**config.mk**
```make
export PLATFORM = sky130hd
export DESIGN_NAME = uart_rx_core_flat
export DESIGN_NICKNAME = d
export VERILOG_FILES = /design/src/rtl/uart_pkg.sv /design/src/rtl/uart_rx_core_if.sv /design/src/rtl/uart_baud_gen.sv /design/src/rtl/uart_rx_core.sv /design/src/flat_wrapper.sv
export SDC_FILE = /design/constraint.sdc
export NUM_CORES = 1
export LEC_CHECK = 0
export CELL_PAD_IN_SITES_DETAIL_PLACEMENT = 2
export CELL_PAD_IN_SITES_GLOBAL_PLACEMENT = 2
export CORE_MARGIN = 8
export CORE_UTILIZATION = 34
export CTS_BUF_LIST = sky130_fd_sc_hd__clkbuf_8
export DETAILED_ROUTE_END_ITERATION = 7
export PLACE_DENSITY_LB_ADDON = 0.1
export SLEW_MARGIN = 10
export SYNTH_ARGS = -nofsm -noshare
export SYNTH_HDL_FRONTEND = slang
export SYNTH_SLANG_ARGS = --single-unit
```
**constraint.sdc**
```tcl
create_clock -name clk -period 2 [get_ports clk]
set_input_delay 0.6 -clock clk [delete_from_list [all_inputs] [get_ports clk]]
set_output_delay 0.6 -clock clk [all_outputs]
set_load 0.005 [all_outputs]
```
**src/rtl/uart_pkg.sv**
```systemverilog
// Shared UART definitions: receiver state encoding and oversampling constants.
// A future uart_tx_core can import the same package.
package uart_pkg;

  typedef enum logic [1:0] {
    IDLE  = 2'd0,
    START = 2'd1,
    DATA  = 2'd2,
    STOP  = 2'd3
  } uart_rx_state_t;

  // Ticks per bit period and the tick index of a bit centre.
  localparam int OVERSAMPLE = 16;
  localparam int HALF_BIT   = 7;

endpackage

```
**src/rtl/uart_rx_core_if.sv**
```systemverilog
// Receiver-side bundle: serial line in, received-byte handshake out.
interface uart_rx_core_if #(
  parameter int DBIT = 8
);
  logic            rx;
  logic            rx_done_tick;
  logic [DBIT-1:0] dout;
  logic            frame_err;
  logic            busy;

  // Line driver / byte consumer side
  modport master (output rx, input rx_done_tick, dout, frame_err, busy);
  // Receiver side
  modport slave  (input rx, output rx_done_tick, dout, frame_err, busy);
endinterface

```
**src/rtl/uart_baud_gen.sv**
```systemverilog
// Free-running oversampling tick generator: one-clk pulse every DVSR clocks.
module uart_baud_gen #(
  parameter int DVSR = 54
) (
  input  logic clk,
  input  logic rst,
  output logic o_s_tick
);
  localparam int             CW   = (DVSR > 1) ? $clog2(DVSR) : 1;
  localparam logic [CW-1:0]  LAST = CW'(DVSR - 1);

  logic [CW-1:0] r_cnt;

  // Count 0..DVSR-1 and wrap.
  always_ff @(posedge clk) begin
    if (rst) begin
      r_cnt <= '0;
    end else if (r_cnt == LAST) begin
      r_cnt <= '0;
    end else begin
      r_cnt <= r_cnt + CW'(1);
    end
  end

  assign o_s_tick = (r_cnt == LAST);
endmodule

```
**src/rtl/uart_rx_core.sv**
```systemverilog
// UART receiver front end: 2-FF synchroniser, arming flag, 16x oversampled
// start/data/stop framing, registered byte output with a one-clk done pulse.
module uart_rx_core
  import uart_pkg::*;
#(
  parameter int DBIT    = 8,
  parameter int SB_TICK = 16,
  parameter int DVSR    = 54
) (
  input  logic          clk,
  input  logic          rst,
  uart_rx_core_if.slave bus
);
  localparam int NW    = (DBIT > 1) ? $clog2(DBIT) : 1;
  // Tick counter covers one data bit (16 ticks) and the longest stop period.
  localparam int S_MAX = (SB_TICK > OVERSAMPLE) ? SB_TICK : OVERSAMPLE;
  localparam int SW    = $clog2(S_MAX);

  localparam logic [SW-1:0] S_HALF      = SW'(HALF_BIT);
  localparam logic [SW-1:0] S_BIT_LAST  = SW'(OVERSAMPLE - 1);
  localparam logic [SW-1:0] S_STOP_LAST = SW'(SB_TICK - 1);
  localparam logic [NW-1:0] N_LAST      = NW'(DBIT - 1);

  logic           r_sync1, r_sync2;
  logic [1:0]     r_fill;
  logic           r_armed;
  logic           w_rx_s;
  logic           w_s_tick;

  uart_rx_state_t r_state, w_state_next;
  logic [SW-1:0]  r_s, w_s_next;
  logic [NW-1:0]  r_n, w_n_next;
  logic [DBIT-1:0] r_b, w_b_next;
  logic [DBIT-1:0] r_dout, w_dout_next;
  logic           r_ferr, w_ferr_next;
  logic           r_done, w_done_next;

  uart_baud_gen #(.DVSR(DVSR)) u_baud (
    .clk      (clk),
    .rst      (rst),
    .o_s_tick (w_s_tick)
  );

  assign w_rx_s = r_sync2;

  // Two-flop synchroniser; r_fill marks when the reset value has been flushed.
  always_ff @(posedge clk) begin
    if (rst) begin
      r_sync1 <= 1'b1;
      r_sync2 <= 1'b1;
      r_fill  <= 2'b00;
    end else begin
      r_sync1 <= bus.rx;
      r_sync2 <= r_sync1;
      r_fill  <= {r_fill[0], 1'b1};
    end
  end

  // Arm only on a genuinely high line (not the synchroniser reset value),
  // so a reset in the middle of a frame cannot lock onto a data bit.
  always_ff @(posedge clk) begin
    if (rst) begin
      r_armed <= 1'b0;
    end else if (r_fill[1] && w_rx_s) begin
      r_armed <= 1'b1;
    end else begin
      r_armed <= r_armed;
    end
  end

  // FSM and datapath registers.
  always_ff @(posedge clk) begin
    if (rst) begin
      r_state <= IDLE;
      r_s     <= '0;
      r_n     <= '0;
      r_b     <= '0;
      r_dout  <= '0;
      r_ferr  <= 1'b0;
      r_done  <= 1'b0;
    end else begin
      r_state <= w_state_next;
      r_s     <= w_s_next;
      r_n     <= w_n_next;
      r_b     <= w_b_next;
      r_dout  <= w_dout_next;
      r_ferr  <= w_ferr_next;
      r_done  <= w_done_next;
    end
  end

  // Next-state and datapath: everything holds unless an s_tick advances it.
  always_comb begin
    w_state_next = r_state;
    w_s_next     = r_s;
    w_n_next     = r_n;
    w_b_next     = r_b;
    w_dout_next  = r_dout;
    w_ferr_next  = r_ferr;
    w_done_next  = 1'b0;
    case (r_state)
      IDLE: begin
        if (r_armed && !w_rx_s) begin
          w_state_next = START;
          w_s_next     = '0;
        end else begin
          w_state_next = IDLE;
        end
      end
      START: begin
        if (w_s_tick) begin
          if (r_s == S_HALF) begin
            if (!w_rx_s) begin
              w_state_next = DATA;
              w_s_next     = '0;
              w_n_next     = '0;
            end else begin
              w_state_next = IDLE;   // start bit too short: glitch
            end
          end else begin
            w_s_next = r_s + SW'(1);
          end
        end else begin
          w_state_next = START;
        end
      end
      DATA: begin
        if (w_s_tick) begin
          if (r_s == S_BIT_LAST) begin
            w_s_next = '0;
            w_b_next = {w_rx_s, r_b[DBIT-1:1]};
            if (r_n == N_LAST) begin
              w_state_next = STOP;
            end else begin
              w_n_next = r_n + NW'(1);
            end
          end else begin
            w_s_next = r_s + SW'(1);
          end
        end else begin
          w_state_next = DATA;
        end
      end
      STOP: begin
        if (w_s_tick) begin
          if (r_s == S_STOP_LAST) begin
            w_state_next = IDLE;
            w_dout_next  = r_b;
            w_ferr_next  = ~w_rx_s;
            w_done_next  = 1'b1;
          end else begin
            w_s_next = r_s + SW'(1);
          end
        end else begin
          w_state_next = STOP;
        end
      end
      default: begin
        w_state_next = IDLE;
      end
    endcase
  end

  assign bus.rx_done_tick = r_done;
  assign bus.dout         = r_dout;
  assign bus.frame_err    = r_ferr;
  assign bus.busy         = (r_state != IDLE);
endmodule

```
**src/flat_wrapper.sv**
```systemverilog
// flat-port wrapper written by rule: the top's interface ports become plain ports
module uart_rx_core_flat import uart_pkg::*;
#(
  parameter int DBIT    = 8,
  parameter int SB_TICK = 16,
  parameter int DVSR    = 54
)
  (clk, rst, bus_rx, bus_rx_done_tick, bus_dout, bus_frame_err, bus_busy);
  uart_rx_core_if #(.DBIT(DBIT)) bus_i ();
  input  logic clk;
  input  logic rst;
  input wire logic [$bits(bus_i.rx)-1:0] bus_rx;
  output wire logic [$bits(bus_i.rx_done_tick)-1:0] bus_rx_done_tick;
  output wire logic [$bits(bus_i.dout)-1:0] bus_dout;
  output wire logic [$bits(bus_i.frame_err)-1:0] bus_frame_err;
  output wire logic [$bits(bus_i.busy)-1:0] bus_busy;
  assign bus_i.rx = bus_rx;
  assign bus_rx_done_tick = bus_i.rx_done_tick;
  assign bus_dout = bus_i.dout;
  assign bus_frame_err = bus_i.frame_err;
  assign bus_busy = bus_i.busy;
  uart_rx_core #(.DBIT(DBIT), .SB_TICK(SB_TICK), .DVSR(DVSR)) u_core (.clk(clk), .rst(rst), .bus(bus_i));
endmodule
```
==> summary.md, run 1 <==
| Metric | Value |
|---|---|
| Nature of the critical path startpoint | flop |
| Critical path class | flop to flop |
| Total power | 1450 uW |
| Syn avg cell area | 9.50 um2 |
| Clock Power Share | 0.432 |
| P_sw | 297 uW |
| Die Y | around 85 um |
| Worst-Margin Slew | between 0.3 and 0.4 ns |
| Nets@finish | between 150 and 200 |
| Via-to-Cell Ratio | 5.00 |
| Initial antenna violation count | 0 |
| Sequential share of power | 0.536 |
| FP Rows | 25 |
| Synth top area share | 0.476 |
| Max_cap viols | 0 |
| Most Used Layer, Global Route | met2 |
| Fmax achieved | ~0.54 GHz |
| Netlist cell types | 37 |
| Starting DRC count in detailed routing | 64 |
| Required time of the critical path | 2.18 ns |
| CP Capture Type | flop |
| Final ANT Viol Nets | 0 |
| Hold Path Class | flop to flop |
| Final Cycle Share | 0.934 |
| First-pass DRT Iterations | 4 |
| Die footprint | a little over 7000 um2 |
| M2 GR Usage | 0.218 |
| N_diodes | 0 |
| Finished Core Util | 0.424 |
| Power per cell area | 737 nW/um2 |
| Vias in the first global route | between 1k and 1.5k |
| Count leader, synth | dfxtp_1 |
| CP Data Arrival Time | a little over 2 ns |
| Post-synth top area cell | dfxtp_1 |
| Number of synthesized register bits | 38 |
| H-tree lvl count | 2 |
| EDFF count, synth | 0 |
| Total Routing Usage GR | 0.120 |
| Cell Area, Synth | 1600 um2 |
| Clk sinks | 38 |
| Status | complete, no violations |
| CTS tree | built |
| Leakage | ~0.00083 uW |
| RSZ-0062 raised after global routing | false |
| Switching share of power | 0.205 |
| Synth top cells by count | 38 x dfxtp_1, 27 x nor2_1, 20 x mux2i_1 |
| Largest net degree at the start of global routing | 28 |
| Global-route met3 utilization | 0.0302 |
| Vias | between 1k and 1.5k |
| Final Max Slew Viols | 0 |
| Internal cell power | ~1200 uW |
| Die Wd | about 85 um |
| WL per Instance | between 15 and 20 um |
| Congestion Overflow GR | 0 |
| Final Hold Viols | 0 |
| CTS Buf Count | 5 |
| Io pins | 14 |
| DRC viols | 0 |
| Gate Count Post-Synth | between 150 and 200 |
| Core ar. | ~4600 um2 |
| Final setup fails | 0 |
| Period minus WS final | about 1.9 ns |
| Asr flop ratio synth | 0 |
| Clk_skew | between 0.004 and 0.005 ns |
| First-pass GRT wire length | 6910 um |
| GPL Wtd Cong | 0.785 |
| Post-synth top flop | dfxtp_1 |
| Clock latency on the worst-skew pair | 0.28 ns |
| Layout area overhead | 23.0% |
| Drt total wl | 3930 um |
| Post-CTS Hold Fix Bufs | 0 |
| Reg clk slew, reported paths | ~0.080 ns |
| Crit-path max FO | 5 |
| Setup total negative slack | 0 ns |
| Root buf cell | clkbuf_8 |
| I/O Buffers | 13 |
| Met1 global-route usage | 0.132 |
| Comb pwr share | 0.032 |
| Synth area leaders | dfxtp_1 48%, mux2i_1 13%, nor2_1 6.3%, ha_1 3.9%, nand2_1 2.8% |
| Dpl hpwl | ~2900 um |
| Slew HR | 0.766 |
| Syn nets | ~180 |
| Yosys warnings | 0 |
| Max VDD drop | 454 uV |
| Sequential element share of the synthesized area | 0.476 |
| Starting Density | 0.345 |
| Layout cell share with drive strength beyond 1 | 0.126 |
| Clock buffer depth | 2 |
[layout make-up]
cell class,instances,area [um2]
inverters,5,18.8
repair buffers,23,229
clock inverters,3,37.5
fillers,513,2670
clock buffers,5,68.8
flip-flops and latches,38,761
multi-input cells,117,782
well taps,54,67.6
[state kept, by name, indices dropped and copies added (netlist names)]
name and flops:
u_core.r_n 3, u_core.r_state 2, u_core.r_armed 1, u_core.bus.rx_done_tick 1
u_core.r_s 4, u_core.r_b 8, u_core.u_baud.r_cnt 6, u_core.bus.frame_err 1
u_core.bus.dout 8, u_core.r_sync1 1, u_core.r_sync2 1, u_core.r_fill 2
[cells by family after synthesis]
group / after synthesis / synth area share
AOI/OAI and AO/OA: 17 / 0.0690
xor gates and xnor gates: 6 / 0.0329
adders and majority gates: 5 / 0.0392
buffers and inverters: 13 / 0.0368
DFF: 38 / 0.476
muxes: 20 / 0.125
and+or+nand+nor: 69 / 0.220
[critical path: stages (launching register included)]
cell     delay (ns)
dfxtp_1        0.39
ha_1           0.16
nand2_1        0.07
or3_4          0.41
nor4b_2        0.41
mux2i_1        0.26
nor2_1         0.06
[power groups by stage]
stage / registers, uW / logic [uW] / clock network, uW
after floorplan: 790 / 30.0 / 0
after CTS: 777 / 48.0 / 646
after detailed placement: 794 / 47.9 / 0
after global routing: 778 / 54.1 / 669
after global placement: 793 / 45.3 / 0
final: 776 / 46.6 / 625
[layer usage]
layer | vias up | routed length (um)
li1 | 616 | -
met1 | 595 | 1740
met2 | 11 | 2070
met3 | 2 | 102
met4 | 0 | 18
met5 | - | 0
[repair_timing]
| item | in CTS | in global routing |
|---|---|---|
| resized for setup | 1 | 2 |
| endpoints found under the setup margin | 1 | 2 |
| endpoints found under the hold margin | 0 | 0 |
| buffers inserted | 0 | 0 |
[worst paths after layout]
kind                           from                end  slack [ns]  depth (start not counted)
max          u_core.u_baud.r_cnt[0]  u_core.r_state[1]        0.13                          6
min                  u_core.r_sync1     u_core.r_sync2        0.42                          1
max reg2reg  u_core.u_baud.r_cnt[0]  u_core.r_state[1]        0.13                          6
min reg2reg          u_core.r_sync1     u_core.r_sync2        0.42                          1
[cell usage in the layout, fill, tap and decap left out, types with 2 or more instances in the layout]
cell type / n
dfxtp_1: 38
nor2_1: 27
mux2i_1: 20
nand2_1: 12
clkdlybuf4s50_1: 12
buf_4: 8
a21oi_1: 7
inv_1: 6
nand3_1: 6
ha_1: 5
clkbuf_8: 5
or2_2: 3
nand2b_1: 3
nor3_1: 3
xnor2_1: 3
xor2_1: 3
or3_1: 3
and3_1: 2
a21boi_0: 2
nand4_1: 2
buf_12: 2
[stage by stage]
step / worst slack [ns] / instance area (um2) / std cells / hold slack (ns)
after floorplan: 0.181 / 1600 / 168 / 0.389
after global placement: 0.107 / 1850 / 237 / 0.395
after detailed placement: 0.0405 / 1850 / 237 / 0.408
after CTS: 0.0142 / 1960 / 245 / 0.427
after global routing: 0.0218 / 1960 / 245 / 0.432
final: 0.133 / 1960 / 245 / 0.423
Note: power is estimated with default switching activity, not from simulation.
==> run 2: changes to the inputs <==
- SLEW_MARGIN: 10 -> unset
==> results of run 2 <==
Final layout, timing and power as in run 1 (identical DEF).
==> run 3: changes to the inputs <==
- PLACE_DENSITY: unset -> 0.83
- PLACE_DENSITY_LB_ADDON: 0.1 -> unset
==> run 3 against run 2 <==
  * Critical path depth rose by 1
  * Critical path type unchanged
  * Routed wire length increased by 8.4%
  * Highest routed layer unchanged
  * Critical endpoint unchanged
  * Worst setup slack got worse by 0.031 ns
  * Via count is 2.5% higher
  * Largest cell class unchanged
==> summary.md, run 3 (synthesized netlist as in run 1, its figures left out) <==
| Metric | Value |
|---|---|
| Status | complete, no violations (unchanged) |
| Reg2Reg Launch Point | u_core.u_baud.r_cnt[1] (was u_core.u_baud.r_cnt[0]) |
| R2r worst-path depth | 7 (was 6) |
| DRC viols | 0 (unchanged) |
| CP Data Arrival Time | 2.09 ns (was 2.05 ns) |
| Leakage | 0.000835 uW (was 0.000825 uW) |
| Period minus WS final | 1.90 ns (was 1.87 ns) |
| Root buf cell | clkbuf_8 (unchanged) |
| Vias in the first global route | 1422 (was 1429) |
| Vias | 1254 (was 1224) |
| First-pass DRT Iterations | 3 (was 4) |
| Post-CTS Hold Fix Bufs | 0 (unchanged) |
| Clock latency on the worst-skew pair | 0.30 ns (was 0.28 ns) |
| Finished Core Util | 0.434 (was 0.424) |
| Most common cell after layout, fill and taps aside | dfxtp_1 (unchanged) |
| Power per cell area | 807 nW/um2 (was 737 nW/um2) |
| Core ar. | 4630 um2 (unchanged) |
| Layout area overhead | 25.7% (was 23.0%) |
| Final ANT Viol Nets | 0 (unchanged) |
| CP peak stage delay | 0.45 ns (was 0.41 ns) |
| Max_cap viols | 0 (unchanged) |
| WHS Path Cells | 1 (unchanged) |
| H-tree lvl count | 2 (unchanged) |
| Die Wd | 84.5 um (unchanged) |
| Most frequent cells in the layout | 37 x dfxtp_1, 27 x nor2_1, 20 x mux2i_1, 12 x nand2_1, 12 x clkdlybuf4s50_1 (was 38 x dfxtp_1, 27 x nor2_1, 20 x mux2i_1, 12 x nand2_1, 12 x clkdlybuf4s50_1) |
| Hold Path Class | flop to flop (unchanged) |
| Initial antenna violation count | 0 (unchanged) |
| CTS Buf Count | 5 (unchanged) |
| Reg clk slew, reported paths | 0.08 ns (about the same) |
| Worst-Margin Slew | 0.447 ns (was 0.347 ns) |
| Required time of the critical path | 2.19 ns (was 2.18 ns) |
| I/O Buffers | 13 (unchanged) |
| CTS tree | built (unchanged) |
| WHS Endpoint | u_core.r_sync2 (unchanged) |
| Slowest cell on crit path | nor4b_2 (was or3_4) |
| Final Cycle Share | 0.949 (was 0.934) |
| RR Endpoint | u_core.r_state[1] (unchanged) |
| Die footprint | 7140 um2 (unchanged) |
| Layout cell share with drive strength beyond 1 | 0.151 (was 0.126) |
| N_diodes | 0 (unchanged) |
| Critical path class | flop to flop (unchanged) |
| Slew HR | 0.701 (was 0.766) |
| CP cell instances | inv_1 > ha_1 > nand2_1 > or3_4 > nor4b_2 > mux2i_1 > nor2_1 (was ha_1 > nand2_1 > or3_4 > nor4b_2 > mux2i_1 > nor2_1) |
| Clock buffer depth | 2 (unchanged) |
| Post-Route M1 WL | 1740 um (about the same) |
| GPL Wtd Cong | 0.754 (was 0.785) |
| Wire length on met3 | 100 um (was 102 um) |
| Max layer used | met4 (unchanged) |
| Via-to-Cell Ratio | 5.10 (was 5.00) |
| Max VDD drop | 413 uV (was 454 uV) |
| Setup total negative slack | 0 ns (unchanged) |
| Starting DRC count in detailed routing | 51 (was 64) |
| FP Rows | 25 (unchanged) |
| Dpl hpwl | 3080 um (was 2940 um) |
| Drt total wl | 4260 um (was 3930 um) |
| Met2 routed WL | 2360 um (was 2070 um) |
| Final setup fails | 0 (unchanged) |
| Io pins | 14 (unchanged) |
| Largest net degree at the start of global routing | 28 (unchanged) |
| WL per Instance | 17.3 um (was 16.0 um) |
| Congestion Overflow GR | 0 (unchanged) |
| Fmax achieved | 0.527 GHz (was 0.536 GHz) |
| Nets@finish | 199 (was 198) |
| Die Y | 84.5 um (unchanged) |
| Clk sinks | 38 (unchanged) |
| Total Routing Usage GR | 0.130 (was 0.120) |
| Critical hold path startpoint | u_core.r_sync1 (unchanged) |
| First-pass GRT wire length | 7250 um (was 6910 um) |
| Starting Density | 0.345 (unchanged) |
| Clk_skew | 0.0113 ns (was 0.00464 ns) |
| Final Max Slew Viols | 0 (unchanged) |
| R2R Setup Slk | 0.10 ns (was 0.13 ns) |
| CP Capture Type | flop (unchanged) |
| Final Hold Viols | 0 (unchanged) |
| Crit-path max FO | 5 (unchanged) |
| Nature of the critical path startpoint | flop (unchanged) |
[run 3: routing by layer]
layer,track usage,vias up
met5,0,-
met2,0.242,11
met4,0.0437,0
li1,-,616
met3,0.0380,6
met1,0.136,621
[run 3: worst max-delay path by stage]
stage / slack (ns) / depth (start not counted) / endpoint / start
floorplan: 0.18 / 7 / u_core.r_s[2] / u_core.u_baud.r_cnt[0]
global placement: 0.11 / 6 / u_core.r_s[2] / u_core.u_baud.r_cnt[0]
detailed placement: -0.02 / 6 / u_core.r_state[1] / u_core.u_baud.r_cnt[0]
CTS: 0.03 / 6 / u_core.r_s[2] / u_core.u_baud.r_cnt[0]
global route: -0.007 / 6 / u_core.r_n[2] / u_core.r_s[0]
finish: 0.10 / 7 / u_core.r_state[1] / u_core.u_baud.r_cnt[1]
[run 3: final cells by class]
type                            instances  area [um2]
Clock inverter                          3        68.8
Inverter                                5        18.8
Timing Repair Buffer                   24         236
Clock buffer                            5        68.8
Sequential cell                        38         762
Tap cell                               54        67.6
Multi-Input combinational cell        117         785
Fill cell                             512        2620
[run 3: power breakdown]
| part | leakage [uW] | internal (uW) | total (uW) | switching (uW) |
|---|---|---|---|---|
| Combinational | 0.000459 | 20.8 | 48.7 | 27.9 |
| Sequential | 0.000308 | 767 | 776 | 8.82 |
| Clock | 0.0000683 | 500 | 796 | 296 |
[run 3: per-stage QoR]
step	area [um2]	setup slack, ns	instances	power, uW	hold slack [ns]
after CTS	1990	0.0341	244	1640	0.422
after global placement	1850	0.110	236	838	0.396
after floorplan	1600	0.181	168	820	0.389
final	2010	0.101	246	1620	0.423
after detailed placement	1850	-0.0194	236	844	0.400
after global routing	2010	-0.00736	246	1670	0.421
[run 3: worst max-delay path: cells and delay by family, from the launching register on]
family / cells / cell delay [ns]
muxes: 1 / 0.25
buffers and inverters: 1 / 0.07
and+or+nand+nor: 4 / 1.00
adders and majority gates: 1 / 0.15
DFF: 1 / 0.33
[run 3: repair_timing]
| action | in CTS | in global routing |
|---|---|---|
| buffers inserted | 0 | 2 |
| hold endpoints to repair | 0 | 0 |
| setup endpoints to repair | 3 | 5 |
| gates resized for setup | 2 | 3 |
| pin swaps | 0 | 1 |
